==> src/rtl/rced_et_ctrl.sv <==
`default_nettype none
// ============================================================================
// Module      : rced_et_ctrl
// Description : Early-terminating stochastic Roberts-cross edge controller.
//               Drives correlated SNG bits to an external RCED, counts its
//               ones and stops as soon as the threshold is met or unreachable.
// Revision    : 1.0 - initial release
// ============================================================================
module rced_et_ctrl #(
    parameter int WIDTH = 8
) (
    input  logic                  clk,
    input  logic                  rst_n,
    input  logic                  in_valid,
    output logic                  in_ready,
    input  logic [3:0][WIDTH-1:0] Bxs,
    input  logic [WIDTH:0]        thresh,
    output logic [3:0]            x,
    output logic                  c,
    input  logic                  z,
    output logic                  out_valid,
    input  logic                  out_ready,
    output logic                  edge_det,
    output logic [WIDTH:0]        ones_cnt,
    output logic [WIDTH:0]        cycles,
    output logic                  early
);

    localparam logic [1:0] S_IDLE = 2'd0;
    localparam logic [1:0] S_RUN  = 2'd1;
    localparam logic [1:0] S_DONE = 2'd2;

    // Stream length L = 2^WIDTH, one bit wider than the counters so L - e never wraps.
    localparam logic [WIDTH+1:0] C_LEN = {2'b01, {WIDTH{1'b0}}};

    logic [1:0]            r_state;
    logic [3:0][WIDTH-1:0] r_bx;
    logic [WIDTH:0]        r_thresh;
    logic [WIDTH-1:0]      r_cnt;
    logic [WIDTH:0]        r_ones;
    logic [WIDTH:0]        r_cycles;
    logic                  r_edge;
    logic                  r_early;

    logic                  w_run;
    logic [WIDTH:0]        w_cnt_next;
    logic [WIDTH:0]        w_e;
    logic [WIDTH+1:0]      w_reach;
    logic                  w_hit;
    logic                  w_miss;
    logic                  w_early;

    assign w_run      = (r_state == S_RUN);
    assign w_cnt_next = r_ones + {{WIDTH{1'b0}}, z};
    assign w_e        = r_cycles + {{WIDTH{1'b0}}, 1'b1};
    // Best case still achievable: every remaining cycle would produce a one.
    assign w_reach    = {1'b0, w_cnt_next} + (C_LEN - {1'b0, w_e});
    assign w_hit      = (w_cnt_next >= r_thresh);
    assign w_miss     = (w_reach < {1'b0, r_thresh});
    assign w_early    = ({1'b0, w_e} < C_LEN);

    for (genvar i = 0; i < 4; i++) begin : g_sng
        assign x[i] = w_run && (r_cnt < r_bx[i]);
    end

    assign c         = w_run & r_cnt[0];
    assign in_ready  = (r_state == S_IDLE);
    assign out_valid = (r_state == S_DONE);
    assign edge_det  = r_edge;
    assign ones_cnt  = r_ones;
    assign cycles    = r_cycles;
    assign early     = r_early;

    always_ff @(posedge clk) begin
        if (!rst_n) begin
            r_state  <= S_IDLE;
            r_bx     <= '0;
            r_thresh <= '0;
            r_cnt    <= '0;
            r_ones   <= '0;
            r_cycles <= '0;
            r_edge   <= 1'b0;
            r_early  <= 1'b0;
        end else begin
            case (r_state)
                S_IDLE: begin
                    if (in_valid) begin
                        r_bx     <= Bxs;
                        r_thresh <= thresh;
                        r_cnt    <= '0;
                        r_ones   <= '0;
                        r_cycles <= '0;
                        r_edge   <= 1'b0;
                        r_early  <= 1'b0;
                        if (thresh == '0) begin
                            r_state <= S_DONE;
                            r_edge  <= 1'b1;
                            r_early <= 1'b1;
                        end else if ({1'b0, thresh} > C_LEN) begin
                            r_state <= S_DONE;
                            r_early <= 1'b1;
                        end else begin
                            r_state <= S_RUN;
                        end
                    end
                end
                S_RUN: begin
                    r_ones   <= w_cnt_next;
                    r_cycles <= w_e;
                    if (w_hit) begin
                        r_state <= S_DONE;
                        r_edge  <= 1'b1;
                        r_early <= w_early;
                    end else if (w_miss) begin
                        r_state <= S_DONE;
                        r_edge  <= 1'b0;
                        r_early <= w_early;
                    end else begin
                        r_cnt <= r_cnt + WIDTH'(1);
                    end
                end
                S_DONE: begin
                    if (out_ready) begin
                        r_state <= S_IDLE;
                    end
                end
                default: begin
                    r_state <= S_IDLE;
                end
            endcase
        end
    end

endmodule
`default_nettype wire

==> config.mk <==
export PLATFORM = sky130hd
export DESIGN_NAME = rced_et_ctrl
export DESIGN_NICKNAME = d
export VERILOG_FILES = /design/src/rtl/rced_et_ctrl.sv
export SDC_FILE = /design/constraint.sdc
export NUM_CORES = 1
export LEC_CHECK = 0
export ABC_AREA = 1
export BUFFER_PORTS_ARGS = -buffer_cell sky130_fd_sc_hd__buf_2
export CORE_MARGIN = 2
export CORE_UTILIZATION = 40
export CTS_CLUSTER_SIZE = 8
export DETAILED_ROUTE_END_ITERATION = 8
export GPL_TIMING_DRIVEN = 1
export HOLD_SLACK_MARGIN = 0.12
export MAX_ROUTING_LAYER = met4
export PLACE_DENSITY = 0.63
export SKIP_CTS_REPAIR_TIMING = 1
export SLEW_MARGIN = 10
export SYNTH_ARGS = -nofsm -noshare
export SYNTH_HDL_FRONTEND = slang
export SYNTH_SLANG_ARGS = --single-unit
==> constraint.sdc <==
create_clock -name clk -period 10.3 [get_ports clk]
set_input_delay 0.515 -clock clk [delete_from_list [all_inputs] [get_ports clk]]
set_output_delay 0.515 -clock clk [all_outputs]
set_load 0.1 [all_outputs]
== Yosys cells after proc, flatten, opt, wreduce, memory -nomap -nowiden ==
Cells that the tools add are included.

* Add/subtract/negate cells: 5
* Order comparisons: 8
* Equal/unequal tests: 7
* Mux-type cells: 25
* Bitwise operators: 1
* Reductions and logical operators: 12

{| class="wikitable"
|+ Operators by type and width
! cell !! number
|-
| 9-bit case mux with 2 select lines || 2
|-
| 8-bit < comparator || 4
|-
| 8-bit 2-to-1 mux || 3
|-
| 8-bit case mux with 2 select lines || 1
|-
| 2-bit 2-to-1 mux || 6
|-
| 9-bit by 10-bit adder with 10-bit output || 1
|-
| 10-bit by 9-bit < comparator with 1-bit output || 1
|-
| 9-bit by 9-bit subtractor with 10-bit output (first input constant) || 1
|-
| 9-bit by 1-bit adder with 9-bit output || 1
|-
| 9-bit by 1-bit adder with 9-bit output (second input constant) || 1
|-
| 9-bit greater-or-equal comparator || 1
|-
| 9-bit > comparator (second input constant) || 1
|-
| 9-bit logical NOT || 1
|-
| 9-bit < comparator (second input constant) || 1
|-
| 1-bit 2-to-1 mux || 9
|-
| 9-bit 2-to-1 mux || 1
|-
| 8-bit by 1-bit adder with 8-bit output (second input constant) || 1
|-
| 2-bit != test (second input constant) || 3
|-
| 2-bit case mux with 3 select lines || 1
|-
| 3-bit AND reduction || 2
|-
| 1-bit logical AND || 4
|-
| 1-bit case mux with 2 select lines || 2
|-
| 2-bit AND reduction || 2
|-
| 4-bit AND reduction || 1
|-
| 7 further kinds || 7
|}

* Bits in registers: 71
* Input port bits: 46
* Output and inout bits: 27
* Logic and storage cells: 69

== Depth between registers and ports, before layout ==
Gate-level depths: netlist of run 1.

* Depth in word-level cells: 7
* Mapped depth: 26
* Depth with buffers taken out: 25

== Least setup slack after synthesis of run 1 ==
Ideal clock, no wire load.

* Kind: register to register
* Start point: reg r_ones[0] (netlist: ones_cnt[0])
* End point: reg r_cnt[2]
* Library setup time: 0.113 ns
* Arrival: 3.990 ns
* Required time: 10.187 ns
* Slack: 6.198 ns
* Stages on the path, launching flop included: 26
* Buffers on the path: 1
* Clock period less this slack: 4.102 ns
* Cell sequence: dfxtp_1 > ha_1 > nand2_1 > nor2_1 > xor2_1 > ha_1 > ha_1 > a21oi_1 > nand2_1 > a21oi_1 > nor2_1 > nor2_1 > xor2_1 > inv_1 > ha_1 > nand2_1 > inv_1 > nand2_1 > nand2_1 > nand2_1 > nand2_2 > nand2_4 > nand2_4 > buf_6 > nor2_1 > nor2_1

* Longest elaborated chain between the ends: 5
* Elaborated cells on any way between the ends: 7
* Those cells by class: add/sub (2); order compare (2); eq/ne (2); reduce/logical (1)

{| class="wikitable"
|+ RTL lines
! element !! RTL line !! text
|-
| start: declaration || 40 || <nowiki>logic [WIDTH:0] r_ones;</nowiki>
|-
| start signal: assignment || 108 || <nowiki>r_ones <= w_cnt_next;</nowiki>
|-
| 9-bit by 1-bit adder with 9-bit output * || 54 || <nowiki>assign w_cnt_next = r_ones + {{WIDTH{1'b0}}, z};</nowiki>
|-
| 9-bit by 10-bit adder with 10-bit output || 57 || <nowiki>assign w_reach = {1'b0, w_cnt_next} + (C_LEN - {1'b0, w_e});</nowiki>
|-
| 10-bit by 9-bit < comparator with 1-bit output || 59 || <nowiki>assign w_miss = (w_reach < {1'b0, r_thresh});</nowiki>
|-
| 2-bit != test (no source line) || - ||
|-
| 4-bit AND reduction (no source line) * || - ||
|-
| end signal: assignment || 119 || <nowiki>r_cnt <= r_cnt + WIDTH'(1);</nowiki>
|-
| end: declaration || 39 || <nowiki>logic [WIDTH-1:0] r_cnt;</nowiki>
|}

Mark *: on every way between the ends. The rest lies on a longest branch, timed or not.
A chain may end at the register's enable or synchronous reset.

== Worst setup path after layout of run 1 ==
* Start point: reg r_ones[0] (netlist: ones_cnt[0])
* End point: reg r_cnt[4]

Same word-level chain as after synthesis.

==> results of run 1 <==
==> worst paths after layout <==
| check | startpoint | end | slack [ps] | cells after the start |
|---|---|---|---|---|
| worst max-delay path | ones_cnt[0] | r_cnt[4] | 6500 | 25 |
| worst min-delay path | Bxs[20] | r_bx[20] | 450 | 3 |
| worst max register to register | ones_cnt[0] | r_cnt[4] | 6500 | 25 |
| worst min register to register | r_bx[28] | r_bx[28] | 460 | 2 |
==> power by group <==
part / internal, uW / leakage (uW) / switching, uW
clock network: 244 / 0.000169 / 127
logic: 117 / 0.00185 / 244
registers: 310 / 0.000584 / 27.1
==> cell families after synthesis <==
group / count (synthesis)
AOI/OAI and AO/OA: 155
and+or+nand+nor: 221
adders and majority gates: 68
buffers and inverters: 120
DFF: 71
xor gates and xnor gates: 12
==> synthesized netlist by cell type (all sizes together) <==
cell type / n / share of area (%)
nand4: 4 / 0.54
dfxtp: 71 / 31
clkinv: 1 / 0.081
a21oi: 85 / 9.2
o211ai: 5 / 0.81
a21boi: 5 / 0.81
nor3: 5 / 0.54
fa: 1 / 0.43
xor2: 8 / 1.5
inv: 99 / 8.1
o21ai: 58 / 6.3
and2: 1 / 0.14
ha: 67 / 18
a21o: 1 / 0.16
or2: 3 / 0.41
nor2: 58 / 5.0
nand3: 32 / 3.5
clkbuf: 14 / 1.1
nand3b: 2 / 0.33
nor4: 2 / 0.27
buf: 6 / 1.0
xnor2: 4 / 0.76
nand2: 114 / 9.9
a31oi: 1 / 0.14
==> worst max-delay path: cells and delay by family (launching register included) <==
kind                     cells  cell delay [ps]
AO/OA/AOI/OAI                2              310
XOR/XNOR                     2              520
adder cells (fa/ha/maj)      4             1150
buffers and inverters        2               90
flip-flops                   1              370
AND/OR/NAND/NOR             15             1300
==> registers in the layout, summed over array words and instances (netlist names) <==
register	cells
edge_det	1
r_bx	32
r_cnt	8
early	1
ones_cnt	9
cycles	9
r_state	2
r_thresh	9
==> area by class of cell <==
cell class	count	area [sq um]	share of cell area, %
Clock buffer	10	239	4.41
Clock inverter	6	115	2.13
Inverter	100	375	6.93
Multi-Input combinational cell	456	2720	50.2
Sequential cell	71	1420	26.2
Tap cell	143	179	3.30
Timing Repair Buffer	73	368	6.79
==> per-layer routing <==
| layer | up-vias | part of all wire, % |
|---|---|---|
| li1 | 2251 | - |
| met1 | 1918 | 43 |
| met2 | 67 | 52 |
| met3 | 14 | 3.2 |
| met4 | 0 | 1.4 |
| met5 | - | 0 |
==> per-stage QoR <==
step | setup WS [ps] | area (sq um)
2_1_floorplan | 6200 | 4610
3_3_place_gp | 6400 | 5060
3_5_place_dp | 6310 | 5060
4_1_cts | 6500 | 5420
5_1_grt | 6110 | 5420
6_report | 6500 | 5420
==> summary.txt, run 1 <==
Power and ir drop
  – Pleak: 0.00261 uW
  – Peak VDD IR: 0.127 mV
  – Tot Pwr: 1070 uW
  – Power Dens Cells: 197 nW/um^2

Cells and area
  – Share of cells above drive strength 1: 14.7%
  – Most common cell after layout, fill and taps aside: nand2_1
  – Area growth from synthesis to layout: 17.4%
  – Commonest non-fill, non-tap cells in the layout: nand2_1, inv_1, a21oi_1
  – Fill count: 1168
  – Fin util: 47.8%
  – Final std cells w/o fill: 859
  – Ant diodes: 0
  – Fin nets: 825

Clock network
  – Num CTS Buffers: 9
  – Clock latency on the worst-skew pair: 350 ps
  – Clock transition at path regs: 60 ps
  – TritonCTS clock tree: built
  – H-tree depth: 3
  – CTS Buffer Depth: 2
  – Clk root buf: clkbuf_16
  – CTS sink count: 71

Synth
  – Post-Syn Area: 4610 sq um
  – Unique masters post-synth: 31
  – Post-synthesis mux area share: 0%
  – Gate Count Post-Synth: 647
  – Sequential fraction of the synthesis area: 30.8%
  – Synth Register Bits: 71
  – Synth Area in Compound Gates: 17.4%
  – Ys Warns: 0
  – Synth Area in XOR/XNOR: 2.28%
  – Post-Synth Simple-Gate Area: 20.6%
  – Post-synthesis adder-cell area fraction: 18.6%
  – Mean Syn Cell Area: 7.13 sq um
  – Largest family of logic cells by synthesized area: simple AND/OR/NAND/NOR gates
  – Net Count, Synth: 761

Drt
  – Routed Antenna Nets: 0
  – DR iter-0 viols: 234
  – DR vias: 4250
  – Final WL: 11000 um
  – DRC Markers: 0
  – Drt pass-1 iters: 4
  – Via density: 4.95
  – WL per Instance: 12.8 um

Floorplanning
  – Core footprint: 11300 sq um
  – DIE WIDTH: 111 um
  – Die height: 111 um
  – Die area: 12400 sq um
  – Rows: 39
  – I/O pin cnt: 73
  – Initial Util: 40.7%

Setup path
  – CP arrival: 4080 ps
  – Data required time of the critical path: 10580 ps
  – Setup CP Type: register to register
  – Startpoint types: register
  – Top cell by count, worst path: nand2_1
  – Slowest cell delay on critical path: 370 ps
  – Setup crit end kind: register
  – Critical Path Slowest Stage Cell: dfxtp_1
  – CP max FO: 12

Global routing
  – GRT Residual Overflow: 0
  – GRT met3 Usage: 4.68%
  – Vias in the first global route: 4081
  – Grt peak-use layer: met2
  – Met1 usage in global routing: 20.8%
  – Gr usage total: 19.1%
  – First-pass GRT wire length: 18600 um
  – Largest net degree at the start of global routing: 84
  – Met2 usage: 34.0%
  – Initial antenna violation count: 0

Place
  – Placed cells: 843
  – Placer Congestion: 0.901
  – Port Buf Inserts: 72
  – DP HPWL: 8300 um

Timing
  – Unrepaired setup endpoints after global routing: no
  – Hold Worst Slack: 447 ps
  – Max Fclk: 0.263 GHz
  – Worst-Margin Slew: 799 ps
  – Fin. max-slew vios: 0
  – Fin crit share: 36.9%
  – Slew Limit Headroom: 46.7%
  – Fin Clk Skew: 8.15 ps
  – Fin Setup TNS: 0 ps
  – Setup-failing EPs final: 0
  – Min Tclk post-route: 3800 ps
  – Final Hold Fails: 0

Worst hold path
  – Hold/Removal Path Class: input port to register

Run status
  – Outcome: complete, no violations

Job
  – Number of max-cap violations: 0
Power figures use the tool's default switching activity.
==> run 2: changes to the inputs <==
==> constraint.sdc (replaced) <==
create_clock -name clk -period 3.5 [get_ports clk]
set_input_delay 0.175 -clock clk [delete_from_list [all_inputs] [get_ports clk]]
set_output_delay 0.175 -clock clk [all_outputs]
set_load 0.1 [all_outputs]
==> summary.txt, run 2 (synthesis gave the netlist of run 1 again) <==
Cells and area
  – Most common cell after layout, fill and taps aside: nand2_1
  – Fin nets: 844 (+2.3%)
  – Fill count: 1132 (-3.1%)
  – Ant diodes: 0 (unchanged)
  – Most flop-heavy register: r_bx
  – Share of cells above drive strength 1: 23.1% (+8.5 points)
  – Final std cells w/o fill: 878 (+2.2%)
  – Commonest non-fill, non-tap cells in the layout: nand2_1, inv_1, a21oi_1
  – Flip-flop count of the largest register after layout: 32 (unchanged)
  – FF+latch area: 1450 sq um (+1.9%)
  – Area of the multi-input gates: 3000 sq um (+10%)
  – Area growth from synthesis to layout: 26.6%

Timing
  – Fin crit share: 95.9% (+59 points)
  – Min Tclk post-route: 3360 ps (-441 ps)
  – Final Hold Fails: 0 (unchanged)
  – Fin. max-slew vios: 0 (unchanged)
  – Unrepaired setup endpoints after global routing: yes
  – Max Fclk: 0.298 GHz (+13%)
  – Fin Clk Skew: 7.85 ps (-0.298 ps)
  – Setup ws final: 143 ps (-6360 ps)
  – Hold Worst Slack: 112 ps (-336 ps)
  – Setup-failing EPs final: 0 (unchanged)
  – Worst-Margin Slew: 872 ps (+73.2 ps)
  – Slew Limit Headroom: 41.6% (-5.1 points)

Setup path
  – Startpoint types: register
  – Setup crit end kind: register
  – Setup CP Type: register to register
  – CP arrival: 3630 ps (-450 ps)
  – CP max FO: 8 (-4)
  – Data required time of the critical path: 3770 ps (-6810 ps)

Clock network
  – Num CTS Buffers: 9 (unchanged)
  – Clock transition at path regs: 60 ps (about the same)
  – TritonCTS clock tree: built
  – Clk root buf: clkbuf_16
  – H-tree depth: 3 (unchanged)
  – CTS sink count: 71 (unchanged)
  – CTS Buffer Depth: 2 (unchanged)
  – Clock latency on the worst-skew pair: 340 ps (about the same)

Drt
  – Drt pass-1 iters: 4 (unchanged)
  – Met1 wire length: 4870 um (+2.5%)
  – DR vias: 4370 (+2.8%)
  – Metal2 WL: 5960 um (+4.7%)
  – WL per Instance: 13.1 um (+2.6%)
  – Highest metal used: met4
  – WL met3: 373 um (+4.8%)
  – DR iter-0 viols: 143 (-39%)
  – Routed Antenna Nets: 0 (unchanged)
  – Via density: 4.98 (+0.60%)
  – DRC Markers: 0 (unchanged)
  – Final WL: 11500 um (+4.8%)

Power and ir drop
  – Pleak: 0.00273 uW (+5.0%)
  – Combinational power share: 36.2% (+2.4 points)
  – Seq pwr share: 31.9% (+0.4 points)
  – Net Sw Power: 1180 uW (+200%)
  – Sw Share: 38.0% (+0.87 points)
  – Internal Pwr Total: 1930 uW (+190%)
  – Clock power share: 31.9% (-2.8 points)
  – Peak VDD IR: 0.329 mV (+160%)
  – Power Dens Cells: 533 nW/um^2 (+170%)

Place
  – Port Buf Inserts: 72 (unchanged)
  – Placer Congestion: 0.858 (-4.7%)
  – DP HPWL: 8460 um (+1.9%)
  – Dpl ws: 31.5 ps (-6280 ps)
  – Placed cells: 853 (+1.2%)

Worst hold path
  – Hold/Removal Path Class: input port to register

Job
  – Number of max-cap violations: 0 (unchanged)

Floorplanning
  – Core footprint: 11300 sq um (unchanged)
  – Initial Util: 40.7% (unchanged)
  – DIE WIDTH: 111 um (unchanged)
  – Rows: 39 (unchanged)
  – Die area: 12400 sq um (unchanged)
  – Die height: 111 um (unchanged)
  – I/O pin cnt: 73 (unchanged)

Global routing
  – Vias in the first global route: 4134 (+1.3%)
  – Gr usage total: 19.3% (+0.21 points)
  – GRT Residual Overflow: 0 (unchanged)
  – Initial antenna violation count: 0 (unchanged)
  – Largest net degree at the start of global routing: 55 (-35%)
  – First-pass GRT wire length: 18900 um (+1.6%)

Run status
  – Outcome: complete, no violations
## run 2: cell count changes in the layout (fill, tap and decap cells not counted), sizes merged
cell         before  now
nand2           114  115
clkbuf           10   12
dlygate4sd3       0    1
buf              73   90
clkinv            2    3
clkinvlp          1    0
bufinv            3    1
## run 2: worst paths after layout
kind / start / to / slack, ps / cells past startpoint
min: Bxs[23] / r_bx[23] / 110 / 3
max reg2reg: ones_cnt[0] / r_cnt[6] / 140 / 25
max: ones_cnt[0] / r_cnt[6] / 140 / 25
min reg2reg: r_bx[1] / r_bx[1] / 460 / 2
## run 2: power groups by stage
stage	registers (uW)	clock network [uW]	logic (uW)
after floorplan	1050	0	792
after global placement	1000	0	1030
after detailed placement	1010	0	1070
after CTS	990	1020	1080
after global routing	1000	1050	1290
final	991	993	1130
## run 2: per-layer routing
layer / vias to the layer above / GRT usage, %
met5: - / -
met2: 68 / 34.7
met4: 0 / 7.08
met3: 23 / 3.38
li1: 2286 / -
met1: 1993 / 21.4
## run 2: stage by stage
stage	area (sq um)	power, uW	setup TNS [ps]	utilization (%)
finish	5840	3110	0	51.6
global route	5840	3340	-447	51.6
global placement	5200	2040	0	45.9
detailed placement	5200	2080	0	45.9
floorplan	4670	1840	0	-
CTS	5530	3090	0	48.8
## run 2: area by class of cell
cell class,instances,area share [%]
clock buffer,12,4.76
clock inverter,4,0.836
inverter,100,6.43
multi-input combinational,457,51.3
sequential,71,24.8
tap,143,3.06
timing repair buffer,91,8.79
## run 2: worst max-delay path: stages (launching register included)
cell,delay (ps)
dfxtp_4,380
ha_4,160
nand2_4,60
nor2_4,130
xor2_1,200
ha_1,290
ha_4,230
a21oi_2,130
nand2_2,90
a21oi_2,120
nor2_1,50
nor2_1,140
xor2_1,160
inv_1,60
ha_1,260
nand2_1,60
inv_1,40
nand2_1,50
nand2_1,40
nand2_1,60
nand2_2,90
nand2_8,120
nand2_8,70
nand2_2,100
nand2_1,50
nor2_1,120
==> run 3: changes to the inputs <==
--- a/config.mk
+++ b/config.mk
@@ -7,14 +7,16 @@
 export LEC_CHECK = 0
 export ABC_AREA = 1
 export BUFFER_PORTS_ARGS = -buffer_cell sky130_fd_sc_hd__buf_2
+export CELL_PAD_IN_SITES_DETAIL_PLACEMENT = 1
+export CELL_PAD_IN_SITES_GLOBAL_PLACEMENT = 2
 export CORE_MARGIN = 2
-export CORE_UTILIZATION = 40
+export CORE_UTILIZATION = 32
 export CTS_CLUSTER_SIZE = 8
 export DETAILED_ROUTE_END_ITERATION = 8
 export GPL_TIMING_DRIVEN = 1
 export HOLD_SLACK_MARGIN = 0.12
 export MAX_ROUTING_LAYER = met4
-export PLACE_DENSITY = 0.63
+export PLACE_DENSITY = 0.83
 export SKIP_CTS_REPAIR_TIMING = 1
 export SLEW_MARGIN = 10
 export SYNTH_ARGS = -nofsm -noshare
==> summary.txt, run 3 (synthesis gave the netlist of run 1 again) <==
Clock network
  – H-tree depth: 3 (unchanged)
  – Clock latency on the worst-skew pair: 350 ps (about the same)
  – Num CTS Buffers: 9 (unchanged)
  – Clock transition at path regs: 60 ps (about the same)
  – Clk root buf: clkbuf_16
  – CTS sink count: 71 (unchanged)
  – CTS Buffer Depth: 2 (unchanged)
  – TritonCTS clock tree: built

Setup path
  – RR Endpoint: r_cnt[7]
  – CP max FO: 8 (unchanged)
  – CP arrival: 3650 ps (+20 ps)
  – Startpoint types: register
  – Setup crit end kind: register
  – Worst r2r src: ones_cnt[0]
  – Data required time of the critical path: 3790 ps (+20 ps)
  – Reg2reg path depth: 23 (-8.0%)
  – Setup CP Type: register to register
  – FF-to-FF setup slack: 140 ps (about the same)

Timing
  – Slew Limit Headroom: 37.1% (-4.5 points)
  – Fin Clk Skew: 8.94 ps (+1.09 ps)
  – Fin Setup TNS: 0 ps (unchanged)
  – Fin. max-slew vios: 0 (unchanged)
  – Final Hold Fails: 0 (unchanged)
  – Max Fclk: 0.298 GHz (-0.10%)
  – Worst-Margin Slew: 940 ps (+67.3 ps)
  – Fin crit share: 96.0% (+0.10 points)
  – Setup ws final: 140 ps (-3.49 ps)
  – Unrepaired setup endpoints after global routing: yes
  – Setup-failing EPs final: 0 (unchanged)
  – Min Tclk post-route: 3360 ps (+3.49 ps)

Global routing
  – Gr usage total: 19.4% (+0.088 points)
  – First-pass GRT wire length: 22200 um (+17%)
  – Vias in the first global route: 4721 (+14%)
  – GRT Residual Overflow: 0 (unchanged)
  – Largest net degree at the start of global routing: 55 (unchanged)
  – Initial antenna violation count: 0 (unchanged)

Cells and area
  – Fin nets: 854 (+1.2%)
  – Commonest non-fill, non-tap cells in the layout: inv_1, nand2_1, a21oi_1
  – Area growth from synthesis to layout: 29.6%
  – Share of cells above drive strength 1: 25.2% (+2.1 points)
  – Ant diodes: 0 (unchanged)
  – Final std cells w/o fill: 925 (+5.4%)
  – Most flop-heavy register: r_bx
  – Flip-flop count of the largest register after layout: 32 (unchanged)

Job
  – Number of max-cap violations: 0 (unchanged)

Power and ir drop
  – Power Dens Cells: 521 nW/um^2 (-2.2%)
  – Pleak: 0.00278 uW (+1.5%)
  – Net Sw Power: 1250 uW (+5.4%)
  – Internal Pwr Total: 1870 uW (-3.1%)
  – Combinational power share: 38.3% (+2.1 points)
  – Clock power share: 29.9% (-2.0 points)
  – Tot Pwr: 3120 uW (+0.13%)
  – Sw Share: 40.0% (+2.0 points)
  – Peak VDD IR: 0.233 mV (-29%)
  – Seq pwr share: 31.9% (about the same)

Drt
  – DR iter-0 viols: 163 (+14%)
  – Drt pass-1 iters: 6 (+2)
  – WL per Instance: 14.9 um (+14%)
  – Final WL: 13800 um (+20%)
  – DRC Markers: 0 (unchanged)
  – Routed Antenna Nets: 0 (unchanged)
  – DR vias: 4539 (+3.9%)
  – Via density: 4.91 (-1.4%)

Place
  – Placed cells: 895 (+4.9%)
  – DP HPWL: 10200 um (+21%)
  – Port Buf Inserts: 72 (unchanged)
  – Dpl ws: -59.5 ps (-91.0 ps)
  – Placer Congestion: 0.872 (+1.6%)

Worst hold path
  – Hold/Removal Path Class: input port to register
  – Hold Path Stages: 3 (unchanged)
  – Hold Path End: r_bx[0]
  – HP Start: Bxs[0]

Floorplanning
  – Die area: 15400 sq um (+24%)
  – I/O pin cnt: 73 (unchanged)
  – Die height: 124 um (+11%)
  – DIE WIDTH: 124 um (+11%)
  – Rows: 43 (+10%)
  – Initial Util: 33.0% (-7.8 points)
  – Core footprint: 14000 sq um (+24%)

Run status
  – Outcome: complete, no violations
==> run 3: cell count changes in the layout (fill, tap and decap cells not counted), moves of 3 or more <==
cell / delta
nand2_2: +3
buf_4: +9
nand2_1: -4
a21oi_1: -3
==> run 3: worst max-delay path: stages (launching register included) <==
cell	delay, ps
dfxtp_4	380
ha_4	160
nand2_4	50
nor2_4	130
nand4_1	170
xor2_1	280
ha_1	300
ha_4	250
nand2_1	70
nand2_2	70
a31oi_4	180
xnor2_2	90
ha_1	330
nand2_1	80
inv_1	40
nand2_1	50
nand2_1	50
nand2_1	80
nand2_2	90
nand2_8	120
nand2_8	80
nand2_4	100
nand2_2	40
nor2_1	100
==> run 3: how the worst max path moves through the flow <==
stage / from / end / slack [ps] / cells after the start
3_5_place_dp: ones_cnt[0] / r_cnt[7] / -60 / 24
3_3_place_gp: ones_cnt[0] / r_cnt[7] / 80 / 25
4_1_cts: ones_cnt[0] / r_cnt[7] / -70 / 24
6_report: ones_cnt[0] / r_cnt[7] / 140 / 23
2_1_floorplan: ones_cnt[6] / r_cnt[2] / 10 / 18
5_1_grt: ones_cnt[0] / r_cnt[7] / -130 / 23
==> run 3: stage by stage <==
step | area [sq um] | hold slack, ps | utilization, %
after floorplan | 4670 | 342 | -
after global placement | 5280 | 447 | 37.8
after detailed placement | 5280 | 454 | 37.8
after CTS | 5570 | 87.8 | 39.8
after global routing | 5980 | 121 | 42.7
final | 5980 | 98.6 | 42.7
==> run 3: metal layers <==
metal / up-vias / global-route usage, % / share of wire [%] / routed length, um
met5: - / - / 0 / 0
met4: 0 / 5.83 / 1.8 / 249
met3: 21 / 3.98 / 2.6 / 351
met2: 50 / 36.6 / 53 / 7330
met1: 2170 / 20.0 / 42 / 5820
li1: 2298 / - / - / -
==> run 3: power by group through the flow <==
stage                     clock, uW  sequential (uW)  combinational, uW
after detailed placement          0             1010               1110
after global placement            0             1000               1070
after CTS                       954              994               1120
after global routing            988             1010               1360
final                           930              993               1190
after floorplan                   0             1050                792
==> run 3: cell type report <==
type                    instances  area [sq um]
fillers                      1772          8010
multi-input cells             457          3050
flip-flops and latches         71          1450
repair buffers                101           589
inverters                     100           375
clock buffers                  11           233
well taps                     180           225
clock inverters                 5          56.3
